==> config.mk <==
export PLATFORM = sky130hd
export DESIGN_NAME = ipbuf_fifo
export DESIGN_NICKNAME = d
export VERILOG_FILES = /design/src/rtl/pim_pkg.sv /design/src/rtl/ipbuf_mem.sv /design/src/rtl/ipbuf_fifo.sv
export SDC_FILE = /design/constraint.sdc
export NUM_CORES = 1
export LEC_CHECK = 0
export CAP_MARGIN = 30
export CORE_UTILIZATION = 54
export DETAILED_ROUTE_END_ITERATION = 16
export GPL_TIMING_DRIVEN = 0
export PLACE_DENSITY = 0.79
export SETUP_SLACK_MARGIN = 0.4
export SYNTH_ARGS = -nofsm -noshare
export SYNTH_HDL_FRONTEND = slang
export SYNTH_SLANG_ARGS = --single-unit
==> constraint.sdc <==
create_clock -name clk -period 3.5 [get_ports clk]
set_input_delay 0.7 -clock clk [delete_from_list [all_inputs] [get_ports clk]]
set_output_delay 0.7 -clock clk [all_outputs]
set_load 0.01 [all_outputs]
==> src/rtl/pim_pkg.sv <==
// Shared PIM definitions: packet width, input-buffer sizing defaults and
// bit positions of the controller status register.
package pim_pkg;

    localparam int PIM_PACKET_WIDTH = 32;
    localparam int IPBUF_DEPTH      = 16;
    localparam int IPBUF_AFULL_LVL  = 12;

    localparam int IPBUF_STAT_W = 5;

    typedef enum logic [2:0] {
        STAT_FULL  = 3'd0,
        STAT_AFULL = 3'd1,
        STAT_EMPTY = 3'd2,
        STAT_OVF   = 3'd3,
        STAT_UDF   = 3'd4
    } ipbuf_stat_idx_e;

    // Packs buffer flags into the controller status word; bit order follows ipbuf_stat_idx_e.
    function automatic logic [IPBUF_STAT_W-1:0] ipbuf_status_pack(
        input logic full,
        input logic afull,
        input logic empty,
        input logic ovf,
        input logic udf
    );
        return {udf, ovf, empty, afull, full};
    endfunction

endpackage

==> src/rtl/ipbuf_mem.sv <==
// Register-array storage for the input packet buffer: one synchronous write
// port and one asynchronous read port. Contents are never cleared.
module ipbuf_mem #(
    parameter int WIDTH = 32,
    parameter int DEPTH = 16,
    parameter int AW    = 4
) (
    input  logic             clk,
    input  logic             we,
    input  logic [AW-1:0]    waddr,
    input  logic [WIDTH-1:0] wdata,
    input  logic [AW-1:0]    raddr,
    output logic [WIDTH-1:0] rdata
);

    logic [WIDTH-1:0] mem_r [DEPTH];

    // Storage write port.
    always_ff @(posedge clk) begin
        if (we) begin
            mem_r[waddr] <= wdata;
        end
    end

    assign rdata = mem_r[raddr];

endmodule

==> src/rtl/ipbuf_fifo.sv <==
// Input packet buffer feeding the MAC core: first-word-fall-through FIFO with
// registered occupancy, almost-full and sticky overflow/underflow status.
module ipbuf_fifo
    import pim_pkg::*;
#(
    parameter int PACKET_WIDTH = PIM_PACKET_WIDTH,
    parameter int DEPTH        = IPBUF_DEPTH,
    parameter int AFULL_LVL    = IPBUF_AFULL_LVL
) (
    input  logic                      clk,
    input  logic                      rst,
    input  logic                      rst_work,
    input  logic                      wen,
    input  logic [PACKET_WIDTH-1:0]   wdata,
    output logic                      full,
    output logic                      almost_full,
    output logic                      ipbuf_empty,
    input  logic                      ren_to_ipbuf,
    output logic [PACKET_WIDTH-1:0]   data_out,
    output logic [$clog2(DEPTH):0]    count,
    output logic                      overflow,
    output logic                      underflow
);

    localparam int AW = $clog2(DEPTH);

    localparam logic [AW-1:0] PTR_ZERO  = {AW{1'b0}};
    localparam logic [AW-1:0] PTR_ONE   = {{(AW-1){1'b0}}, 1'b1};
    localparam logic [AW:0]   CNT_ZERO  = {(AW+1){1'b0}};
    localparam logic [AW:0]   CNT_ONE   = {{AW{1'b0}}, 1'b1};
    localparam logic [AW:0]   FULL_CNT  = (AW+1)'(DEPTH);
    localparam logic [AW:0]   AFULL_CNT = (AW+1)'(AFULL_LVL);

    logic [AW-1:0]           wr_ptr_r;
    logic [AW-1:0]           rd_ptr_r;
    logic [AW:0]             count_next_s;
    logic                    wr_ok_s;
    logic                    pop_ok_s;
    logic                    clear_s;
    logic [PACKET_WIDTH-1:0] head_s;

    assign clear_s = rst | rst_work;

    ipbuf_mem #(
        .WIDTH (PACKET_WIDTH),
        .DEPTH (DEPTH),
        .AW    (AW)
    ) u_mem (
        .clk   (clk),
        .we    (wr_ok_s & ~clear_s),
        .waddr (wr_ptr_r),
        .wdata (wdata),
        .raddr (rd_ptr_r),
        .rdata (head_s)
    );

    // Acceptance and next occupancy; a pop from a full buffer frees the slot for a same-cycle write.
    always_comb begin
        pop_ok_s     = 1'b0;
        wr_ok_s      = 1'b0;
        count_next_s = count;
        pop_ok_s     = ren_to_ipbuf & ~ipbuf_empty;
        wr_ok_s      = wen & (~full | pop_ok_s);
        if (wr_ok_s && !pop_ok_s) begin
            count_next_s = count + CNT_ONE;
        end else if (!wr_ok_s && pop_ok_s) begin
            count_next_s = count - CNT_ONE;
        end else begin
            count_next_s = count;
        end
    end

    // Pointers, occupancy and status flags; flags are derived from the next count.
    always_ff @(posedge clk) begin
        if (clear_s) begin
            wr_ptr_r    <= PTR_ZERO;
            rd_ptr_r    <= PTR_ZERO;
            count       <= CNT_ZERO;
            full        <= 1'b0;
            almost_full <= 1'b0;
            ipbuf_empty <= 1'b1;
            overflow    <= 1'b0;
            underflow   <= 1'b0;
        end else begin
            if (wr_ok_s) begin
                wr_ptr_r <= wr_ptr_r + PTR_ONE;
            end
            if (pop_ok_s) begin
                rd_ptr_r <= rd_ptr_r + PTR_ONE;
            end
            count       <= count_next_s;
            full        <= (count_next_s == FULL_CNT);
            almost_full <= (count_next_s >= AFULL_CNT);
            ipbuf_empty <= (count_next_s == CNT_ZERO);
            if (wen && !wr_ok_s) begin
                overflow <= 1'b1;
            end
            if (ren_to_ipbuf && ipbuf_empty) begin
                underflow <= 1'b1;
            end
        end
    end

    // Head word is masked while empty so the MAC never sees stale storage.
    always_comb begin
        data_out = {PACKET_WIDTH{1'b0}};
        if (!ipbuf_empty) begin
            data_out = head_s;
        end else begin
            data_out = {PACKET_WIDTH{1'b0}};
        end
    end

endmodule
==> results of run 1 <==
placed cells by master, fill, tap and decap left out, types with 2 or more instances in the layout:
cell type,netlist,layout
clkdlybuf4s50_1,0,46
edfxtp_1,512,512
and2_1,2,2
a21oi_1,3,3
buf_2,15,21
inv_1,4,4
nand4_1,4,4
nand2_1,11,11
nor2_1,32,16
nor2_4,0,16
nor2b_4,0,14
ha_1,7,7
buf_16,0,15
clkbuf_16,0,53
bufinv_16,0,10
clkinv_2,0,7
a31oi_1,2,2
buf_6,0,24
nor2b_1,34,19
xnor2_1,3,3
nand3_1,3,3
clkinv_1,0,13
clkbuf_1,17,17
xor2_1,6,6
buf_4,3,26
clkinvlp_4,0,2
buf_12,0,39
o21ai_0,2,2
dfxtp_1,22,21
clkbuf_8,0,5
mux4_2,160,160
mux2i_1,2,2
kinds of logic after synthesis:
logic type,synth area share
AND/OR/NAND/NOR,0.02389
XOR/XNOR,0.003869
flip-flops,0.7762
AO/OA/AOI/OAI,0.003439
adder cells (fa/ha/maj),0.004298
buffers and inverters,0.009948
multiplexers,0.1784
flip-flops by register name, indices dropped and copies added (netlist names), named ones only:
register / count
count: 5
rd_ptr_r: 4
ipbuf_empty: 1
overflow: 1
u_mem.mem_r: 512
full: 1
underflow: 1
wr_ptr_r: 4
almost_full: 1
power by group:
part | leakage, nW | internal [mW] | total, mW | switching [mW]
Clock | 0.855 | 3.49 | 5.85 | 2.36
Combinational | 2.27 | 0.198 | 0.424 | 0.226
Sequential | 4.78 | 7.02 | 7.03 | 0.0136
metrics by stage:
stage / hold slack [ns] / worst slack [ns]
2_1_floorplan: 0.4678 / 0.1688
3_5_place_dp: 0.4650 / -0.5671
5_1_grt: 0.5181 / -0.05934
3_3_place_gp: 0.4623 / -2.339
6_report: 0.4749 / -0.004392
4_1_cts: 0.4802 / -0.00001021
worst register-to-register path: stages, from the launching register on:
cell and delay (ns):
dfxtp_1 0.45, nand2b_1 0.21, clkbuf_1 0.19, a21boi_2 0.41
nand2_1 0.38, nor2_4 0.58, buf_12 0.27
final timing paths:
path         slack, ns              startpoint  depth (start not counted)                      endpoint
max             -0.004                    flop                          8                   data_out[5]
min               0.47  underflow$_SDFFE_PP0P_                          2        underflow$_SDFFE_PP0P_
max reg2reg       0.69  ipbuf_empty$_SDFF_PP1_                          6  u_mem.mem_r[4][16]$_DFFE_PP_
min reg2reg       0.47  underflow$_SDFFE_PP0P_                          2        underflow$_SDFFE_PP0P_
repair_timing:
action	4_1_cts	5_1_grt
pin swaps	14	0
resized for setup	279	14
buffers inserted	43	1
setup endpoints to repair	252	32
gates cloned	9	0
area by class of cell:
| type | instances | area share |
|---|---|---|
| Sequential cell | 534 | 0.6284 |
| Multi-Input combinational cell | 284 | 0.1823 |
| Timing Repair Buffer | 147 | 0.07426 |
| Clock buffer | 60 | 0.05373 |
| Tap cell | 504 | 0.02505 |
| Buffer | 42 | 0.01943 |
| Clock inverter | 33 | 0.01620 |
| Inverter | 4 | 0.0005965 |
routing by layer:
layer / wire [um] / vias to the layer above / GRT usage
met3: 4238 / 136 / 0.05535
met2: 25820 / 599 / 0.4620
met1: 18300 / 5354 / 0.3433
met5: 27 / - / 0
met4: 1821 / 4 / 0.09606
li1: - / 4060 / -
==> impl.org, run 1 <==
** Finish
- Area taken by multi-input logic gates :: 4589 um^2
- Total of fill cells in the finished design :: 2124
- Sequential cell area in the final layout :: 15820 um^2
- At the end of the flow, the number of nets in the layout was 1108.
- Fin area :: 25170 um^2
- Share of post-route cells with drive strength above 1 :: 0.3632
- Number of antenna cells inserted :: 0
- Count of non-filler cells in the finished layout :: 1608
- Post-layout util :: 0.6827
- The area growth from synthesis to layout is 23.54%.

** Run status
- Run status :: finished with violations
- The final reports fail on negative setup slack.

** Worst setup path
- Data arrival time of the worst path :: 2.80 ns
- Sum of buffers and inverters on the critical path :: 5
- The slowest stage of the critical path is the mux4_2 cell.
- Grouping stages by cell kind, the critical path spends the most delay in multiplexers.
- CP startpoint kind :: flop
- The largest single stage delay on the critical path is 0.50 ns.
- Worst Path Max Fanout :: 5
- The critical path goes through buf_12 -> buf_16 -> buf_6 -> buf_16 -> mux4_2 -> mux4_2 -> nor2b_4 -> buf_6.
- Element type at the critical path end :: primary output
- Worst setup path category :: flop to primary output
- Req. time, crit path :: 2.80 ns

** Detailed routing
- The final layout contains routed wiring with a total length of 50210 um.
- For this block, the initial DRC count from the detailed router was 1130.
- After detailed routing, the number of vias per cell comes to 6.314.
- In this run the remaining antenna-violating nets after routing total 0.
- The first TritonRoute pass finished after 5 iterations.
- For this run, design rule violations remaining after detail routing come to 0.
- Across all layers, the routed design uses 10150 vias.
- After detailed routing, the average wire length per cell comes to 31.23 um.

** Logic synthesis
- Fraction of post-synthesis cell area in the top cell type by area :: 0.7546
- Most common library cells after synthesis :: 512 x edfxtp_1, 160 x mux4_2, 34 x nor2b_1
- Yosys instantiated no cell more often than edfxtp_1.
- In this run, synthesis inferred 512 flip-flops with an integrated enable.
- Synthesized net count :: 908
- Counting flops and latches in the post-synthesis netlist gives 534.
- Sequential area share after synthesis :: 0.7762
- Of all flip-flops after synthesis, the portion carrying an async set or reset was 0.
- Counting every instance in the synthesized netlist gives 864.
- The biggest area contributor in the post-synthesis netlist is edfxtp_1.
- Avg Synthesized Cell Area :: 23.58 um^2
- Synthesis instantiated 34 different standard cells from the library.
- By area the synthesized netlist is led by edfxtp_1 75%, mux4_2 18%, dfxtp_1 2.2%.
- The Yosys step of the flow raised 0 warnings.
- Synth Flop Type :: edfxtp_1
- Area of the mapped netlist :: 20380 um^2

** STA
- Minimum setup slack in the final design :: -0.004392 ns
- Clock Skews :: 0.01172 ns
- For this run, the top clock speed supported by timing is 285.4 MHz.
- The number of pins with negative max-slew slack in the final report is 0.
- After routing, the total negative slack on setup checks comes to -0.004392 ns.
- The final count of hold timing violations was 0.
- For the pin with the worst max-slew slack, the measured transition is 0.9263 ns.
- Share of the clock period used by the worst path after layout :: 1.001
- Setup repair after global routing missed its margin :: true
- Shortest period the worst path allows :: 3.504 ns
- Final Setup Violations :: 1
- Relative slew margins :: 0.3825

** Placement
- Detailed placement finished with a half-perimeter wire length of 25690 um.
- During placement, the flow inserted port buffers numbering 78.
- Once placement completed, the tool counted placed cells totaling 1462.
- At the end of routability-driven placement, the weighted congestion stood at 0.7304.
- After detailed placement, the total cell area comes to 22260 um^2.

** Clock network
- Max H-tree Level :: 2
- Counting every sink on the clock net gives 534.
- Counting the buffers created by CTS gives 51.
- Cts hold-fix bufs :: 0
- After clock tree synthesis, the clock-pin slew on the worst setup and hold paths is 0.07 ns.
- Number of buffers on the longest clock path :: 3
- The later pin in the worst-skew pair is clocked with a latency of 0.57 ns.
- CTS placed an instance of clkbuf_16 at the clock tree root.
- TritonCTS built the clock tree.

** Die
- Starting density of the core :: 0.5526
- In this run the horizontal extent of the chip is 196.3 um.
- Height of the chip :: 196.3 um
- After floorplanning, the core was divided into 70 placement rows.
- Die area :: 38510 um^2
- In this run the count of I/O pins placed on the die edge is 79.
- The region available for standard cell placement spans 36870 um^2.

** Power
- Overall power after layout :: 13.30 mW
- For this design the ratio of total power to cell area is 528.4 nW/um^2.
- Across the VDD grid, the largest voltage drop is 0.3813 mV.
- Leakage :: 7.914 nW

** Global route
- Antenna violations before repair :: 2
- The via count of the first global-routing pass came to 10690.
- Entering global routing, the biggest net connects 23 pins.
- In the global route stage, overall resource usage came out at 0.2692.
- The first global-routing pass estimated 72220 um of wire.
- Sum of overflow across all layers after global routing :: 0

** Run
- Total of max-cap violations :: 0

** Worst hold path
- The worst hold path belongs to the class flop to flop.
No activity file was read; power rests on OpenSTA's default activity.
==> inputs of run 2 (changes only) <==
- CORE_UTILIZATION: 54 -> 45
- PLACE_DENSITY: 0.79 -> 0.68
==> impl.org, run 2 (same netlist as run 1, synthesis figures left out) <==
** Detailed routing
- Via density per instance :: 5.769 (-8.6%)
- DRC violation count after routing :: 0 (unchanged)
- The post-detailed-route count of antenna-violating nets is 0 (unchanged).
- Total wirelength of the detailed-routed design :: 45830 um (-8.7%)
- Detailed-route via count :: 9830 (-3.2%)
- The length of the first detailed-routing pass in iterations is 5 (unchanged).
- The wire length per cell after detailed routing was 26.90 um (-14%).
- The number of DRC violations after detailed-routing iteration 0 is 928 (-18%).

** Worst setup path
- Req. time, crit path :: 2.80 ns (about the same)
- R2R setup slack :: 0.62 ns (-0.07 ns)
- Worst Path Max Fanout :: 9 (+4)
- Worst setup path category :: flop to primary output
- The data arrival time of the critical path is 2.81 ns (about the same).
- CP startpoint kind :: flop
- Element type at the critical path end :: primary output

** Finish
- The total area of multi-input combinational cells came to 4552 um^2 (-0.82%).
- The fraction of final layout cells with drive strength greater than 1 was 0.3586 (-0.004666).
- The largest registers in the layout are u_mem.mem_r (512), count (5).
- The sequential standard cell area was 15820 um^2 (unchanged).
- Net count of the finished layout :: 1112 (+0.36%)
- The flip-flop count of the largest register, all copies and words added is 512 (unchanged).
- Layout-stage area growth over the synthesis result :: 23.31%
- Leaving out fill and tap cells, the most frequent cell in the layout is edfxtp_1.
- Largest Register :: u_mem.mem_r
- Post-layout util :: 0.5657 (-0.1170)
- The final-layout fill cell count was 3163 (+49%).
- The top cell types in the final layout, fill and taps aside, are 512 x edfxtp_1, 160 x mux4_2, 51 x clkbuf_16, 47 x buf_12, 46 x clkdlybuf4s50_1.

** Die
- The floorplan die area is 46130 um^2 (+20%).
- Die span in x :: 214.8 um (+9.4%)
- Height of the chip :: 214.8 um (+9.4%)
- The placeable core area was 44410 um^2 (+20%).
- Top-level I/O count :: 79 (unchanged)
- The effective utilization at floorplan was 0.4588 (-0.09382).
- The number of rows created at floorplan came to 77 (+10%).

** Clock network
- Number of buffers created by CTS :: 50 (-2.0%)
- The depth of the CTS H-tree was 2 (unchanged).
- Number of buffers on the longest clock path :: 3 (unchanged)
- Clk_lat worst skew :: 0.57 ns (about the same)
- The cell sitting at the root of the clock tree is a clkbuf_16.
- CTS tree :: done
- Clock-pin slew reported for the worst setup and hold paths after clock tree synthesis :: 0.06 ns (about the same)
- The clock net sink count is 534 (unchanged).
- The number of buffers added to fix hold violations after cts was 0 (unchanged).

** STA
- Final Setup Violations :: 3 (+2)
- Max-slew violation count :: 0 (unchanged)
- The setup slack of the critical path after layout was -0.005879 ns (-0.001487 ns).
- The worst max-slew margin expressed relative to the limit is 0.4105 (+0.02803).
- Share of the clock period used by the worst path after layout :: 1.002 (about the same)
- Setup repair after global routing missed its margin :: true
- Hold Fails Final Rpt :: 0 (unchanged)
- Achievable Freq :: 285.2 MHz (about the same)
- The actual slew at the worst max-slew pin is 0.8843 ns (-0.04204 ns).
- The final critical path time including I/O delays and setup was 3.506 ns (+0.001487 ns).
- The post-route setup TNS is -0.008163 ns (-0.003772 ns).
- The worst setup skew after layout was 0.01629 ns (+0.004571 ns).

** Global route
- Pin count of the biggest net entering global routing :: 23 (unchanged)
- Top Usage Layer GRT :: met2
- The met3 demand-to-capacity share in global routing is 0.03468 (-0.02068).
- The overall track demand over capacity in global routing was 0.1980 (-0.07123).
- Vias in the first global route :: 10010 (-6.4%)
- The met2 layer usage reported by global route is 0.3236 (-0.1383).
- Sum of overflow across all layers after global routing :: 0 (unchanged)
- Met1 usage :: 0.2756 (-0.06770)
- Antenna violations before repair :: 3 (+1)
- The first-pass GRT wire length is 66340 um (-8.1%).

** Placement
- Final HPWL from detailed placement :: 26080 um (+1.5%)
- The routability-driven placement congestion ratio came to 0.7393 (+1.2%).
- The count of port buffers added during placement is 78 (unchanged).

** Run status
- The flow ran to the end, but the final reports show violations.
- Violations in the final reports :: negative setup slack

** Power
- The sequential share of power is 0.546 (+0.018).
- Part of the power in combinational logic :: 0.031 (about the same)
- Max rail drop VDD :: 0.3566 mV (-6.5%)
- Total power density per cell area :: 511.9 nW/um^2 (-3.1%)
- The internal cell power came to 10.36 mW (-3.2%).
- Leakage :: 7.842 nW (-0.91%)
- The switching component of the power is 2.502 mW (-3.8%).
- The portion of total power attributed to the clock network was 0.422 (-0.018).
- Net Sw Frac :: 0.1945 (-0.001055)

** Worst hold path
- Tightest Hold Check Type :: flop to flop

** Run
- Total of max-cap violations :: 0 (unchanged)
-- run 2: cell count changes in the layout (fill, tap and decap cells not counted), sizes merged, moves of 2 or more --
cell,change
bufinv,-4
clkbuf,+5
diode,+2
clkinv,-4
inv,+2
buf,+7
-- run 2: metrics by stage --
stage / cells / area [um^2] / hold WS, ns / total power, mW / worst slack [ns]
floorplan: 864 / 20390 / 0.4678 / 7.309 / 0.1688
global placement: 1534 / 21910 / 0.4600 / 7.505 / -2.408
detailed placement: 1550 / 22360 / 0.4669 / 7.522 / -0.5408
CTS: 1679 / 24740 / 0.4816 / 12.92 / -0.01415
global route: 1704 / 25130 / 0.5334 / 13.20 / -0.06655
finish: 1704 / 25130 / 0.4780 / 12.86 / -0.005879
-- run 2: cell type report --
cell class,instances,area share
tap,592,0.02948
sequential,534,0.6296
antenna,2,0.0001992
buffer,42,0.01788
clock buffer,68,0.05383
multi-input combinational,285,0.1812
timing repair buffer,151,0.07579
inverter,4,0.0005976
clock inverter,26,0.01145
-- run 2: power groups by stage --
| stage | sequential [mW] | combinational, mW | clock, mW |
|---|---|---|---|
| after global routing | 7.03 | 0.433 | 5.75 |
| after detailed placement | 7.16 | 0.358 | 0 |
| after CTS | 7.03 | 0.386 | 5.50 |
| after floorplan | 7.16 | 0.146 | 0 |
| final | 7.03 | 0.402 | 5.43 |
| after global placement | 7.16 | 0.340 | 0 |
-- run 2: final timing paths --
kind / start / endpoint / depth (start not counted)
worst max register to register: ipbuf_empty$_SDFF_PP1_ / u_mem.mem_r[14][17]$_DFFE_PP_ / 6
worst min-delay path: underflow$_SDFFE_PP0P_ / underflow$_SDFFE_PP0P_ / 2
worst max-delay path: flop / data_out[9] / 7
worst min register to register: underflow$_SDFFE_PP0P_ / underflow$_SDFFE_PP0P_ / 2
-- run 2: worst max-delay path, stage by stage (launching register included) --
cell,delay (ns)
dfxtp_4,0.45
buf_12,0.21
buf_6,0.13
buf_16,0.12
mux4_2,0.50
mux4_2,0.46
nor2b_2,0.18
buf_2,0.18
-- run 2: routing by layer --
metal | up-vias | wire [um]
li1 | 4076 | -
met4 | 2 | 1136
met1 | 5239 | 18690
met3 | 87 | 3233
met5 | - | 13
met2 | 426 | 22760
-- run 2: repair_timing --
action | 4_1_cts | 5_1_grt
pin swaps | 9 | 9
setup endpoints to repair | 200 | 193
setup buffers | 26 | 21
gates resized for setup | 232 | 28
gates cloned | 9 | 1
==> RTL change, RTL diff (flow settings as in run 2) <==
Register the output `overflow` once more; this adds one clock of latency there. The other outputs are not delayed to match. Comments in the files are not updated.
--- a/src/rtl/ipbuf_fifo.sv
+++ b/src/rtl/ipbuf_fifo.sv
@@ -31,4 +31,6 @@
     localparam logic [AW:0]   FULL_CNT  = (AW+1)'(DEPTH);
     localparam logic [AW:0]   AFULL_CNT = (AW+1)'(AFULL_LVL);
+
+    logic overflow_s0;
 
     logic [AW-1:0]           wr_ptr_r;
@@ -80,5 +82,5 @@
             almost_full <= 1'b0;
             ipbuf_empty <= 1'b1;
-            overflow    <= 1'b0;
+            overflow_s0 <= 1'b0;
             underflow   <= 1'b0;
         end else begin
@@ -94,5 +96,5 @@
             ipbuf_empty <= (count_next_s == CNT_ZERO);
             if (wen && !wr_ok_s) begin
-                overflow <= 1'b1;
+                overflow_s0 <= 1'b1;
             end
             if (ren_to_ipbuf && ipbuf_empty) begin
@@ -112,3 +114,7 @@
     end
 
+    always_ff @(posedge clk) begin
+        overflow <= overflow_s0;
+    end
+
 endmodule
Check against the original RTL: same outputs for any inputs over 4 cycles, from zero or initial values; that may be too few to reach the edited logic, so the function may still have changed.
==> RTL change against run 2 <==
  * Wire length fell by 0.83%
  * Register-to-register slack better by 0.16 ns
  * Worst setup slack better by 0.011 ns
  * Sequential cell count grew 1
  * Design area shrank 0.24%
  * Synthesized area about the same
  * Total power down 3.8%
  * Count of clock-buffer cells in the layout fell by 2
  * Largest cell class unchanged
  * Largest power group unchanged
  * Highest routed layer unchanged
==> RTL change: results (changes against run 2) <==
metric,value,unit,change
status,completed,,
largestRegisters,"u_mem.mem_r: 512 flops, count: 5 flops",,
clockBufferDepth,3,,unchanged
avgSynthCellArea,23.6,sq um,about the same
crit_fanout,8,,-1
yosys-top-cells-area,"edfxtp_1 (75%), mux4_2 (18%), dfxtp_1 (2.3%)",,
cts_buffers,51,,+2.0%
wl_per_cell,26.7,um,-0.83%
grtUsageMet3,3.74,%,+0.27 points
r2r_cells,5,,-1
cts_root_buf,clkbuf_16,,
drive_gt1_share,35.3,%,-0.51 points
syn_nets,909,,+0.11%
use_met1,27.3,%,-0.29 points
seq_area_frac_synth,77.6,%,about the same
grt_max_degree,20,,-13%
nNetsFinal,1122,,+0.90%
grt_pass1_wl,65800,um,-0.82%
worst_pin_slew,1.15,ns,+0.268 ns
viasPerCell,5.70,,-1.2%
wl_met3,3090,um,-4.5%
htree_num_levels,2,,unchanged
leakage,7.81,nW,-0.37%
worstHoldEndpoint,overflow,,
diodes,0,,-2
track_usage,19.7,%,-0.068 points
swShare,19.5,%,+0.091 points
min_from,overflow_s0,,
ys_warn_count,0,,unchanged
met2_usage,32.0,%,-0.31 points
antenna_found_initial,2,,-1
ir_worst_vdd,0.000315,V,-12%
drtIter0Drc,935,,+0.75%
holdWs,0.359,ns,-0.119 ns
cp.arrival,2.80,ns,about the same
met1Wirelength,18700,um,-0.20%
cpPeakStageDelay,0.49,ns,
clock-skew-final,0.0163,ns,+0.00000230 ns
gp_congestion,0.762,,+3.1%
reg2reg_to,u_mem.mem_r[1][26],,
route.met2.wl,22500,um,-1.2%
cpMaxStageDelayCell,mux4_2,,
dr_total_vias,9709,,-1.2%
ff2ff_setup_slack,0.78,ns,+0.16 ns
top_layer_used,met5,,
clk_latency,0.56,ns,
whs_path_depth,0,,-2
synth-async-reset-ratio,0,%,unchanged
dp_hpwl,26500,um,+1.5%
synthTopCellsByCount,"edfxtp_1 (512), mux4_2 (160), nor2b_1 (34)",,
grt_pass1_vias,9811,,-2.0%
dpl.cell_count,1552,,+0.13%
-- RTL change: kinds of logic after synthesis --
logic type	count (synthesis)	share of synthesized area, %
flops	535	77.6
compound gates	11	0.344
simple gates	94	2.39
buf+inv	46	0.994
fa+ha+maj	7	0.429
mux	163	17.8
xor+xnor	9	0.387
-- RTL change: how the worst max path moves through the flow --
stage                                     to  slack (ns)    startpoint  cells after the start
after floorplan            u_mem.mem_r[7][0]        0.17  ren_to_ipbuf                      5
after global placement    u_mem.mem_r[7][15]       -2.30  ren_to_ipbuf                      6
after detailed placement        data_out[25]       -0.50      register                      6
after CTS                        data_out[2]       -0.07      register                      5
after global routing             data_out[5]       -0.05      register                      7
final                           data_out[18]       0.005      register                      7
-- RTL change: area by class of cell --
type	count	area (sq um)
clock inverters	21	88.8
well taps	592	741
inverters	4	15.0
plain buffers	42	485
repair buffers	159	1970
flip-flops and latches	535	15800
fillers	3177	19300
clock buffers	66	1380
multi-input cells	285	4560
-- RTL change: stage by stage --
stage               setup TNS, ns  power [mW]  cell area, sq um  setup WS (ns)
CTS                        -0.394        12.4             24700        -0.0708
global route               -0.383        12.7             25100        -0.0451
finish                          0        12.4             25100        0.00485
global placement          -984.10        7.51             21900          -2.30
floorplan                       0        7.32             20400          0.169
detailed placement        -104.51        7.54             22400         -0.501
-- RTL change: power by group through the flow --
stage | Combinational, mW | Clock, mW | Sequential [mW]
floorplan | 0.146 | 0 | 7.17
global placement | 0.337 | 0 | 7.18
detailed placement | 0.360 | 0 | 7.18
CTS | 0.379 | 4.99 | 7.04
global route | 0.435 | 5.22 | 7.04
finish | 0.403 | 4.93 | 7.04
-- RTL change: repair_timing --
item,in CTS,in global routing
gates resized for setup,211,64
pin swaps,15,1
buffers inserted,35,25
gates cloned,4,1
hold buffers,0,0
endpoints found under the setup margin,342,206
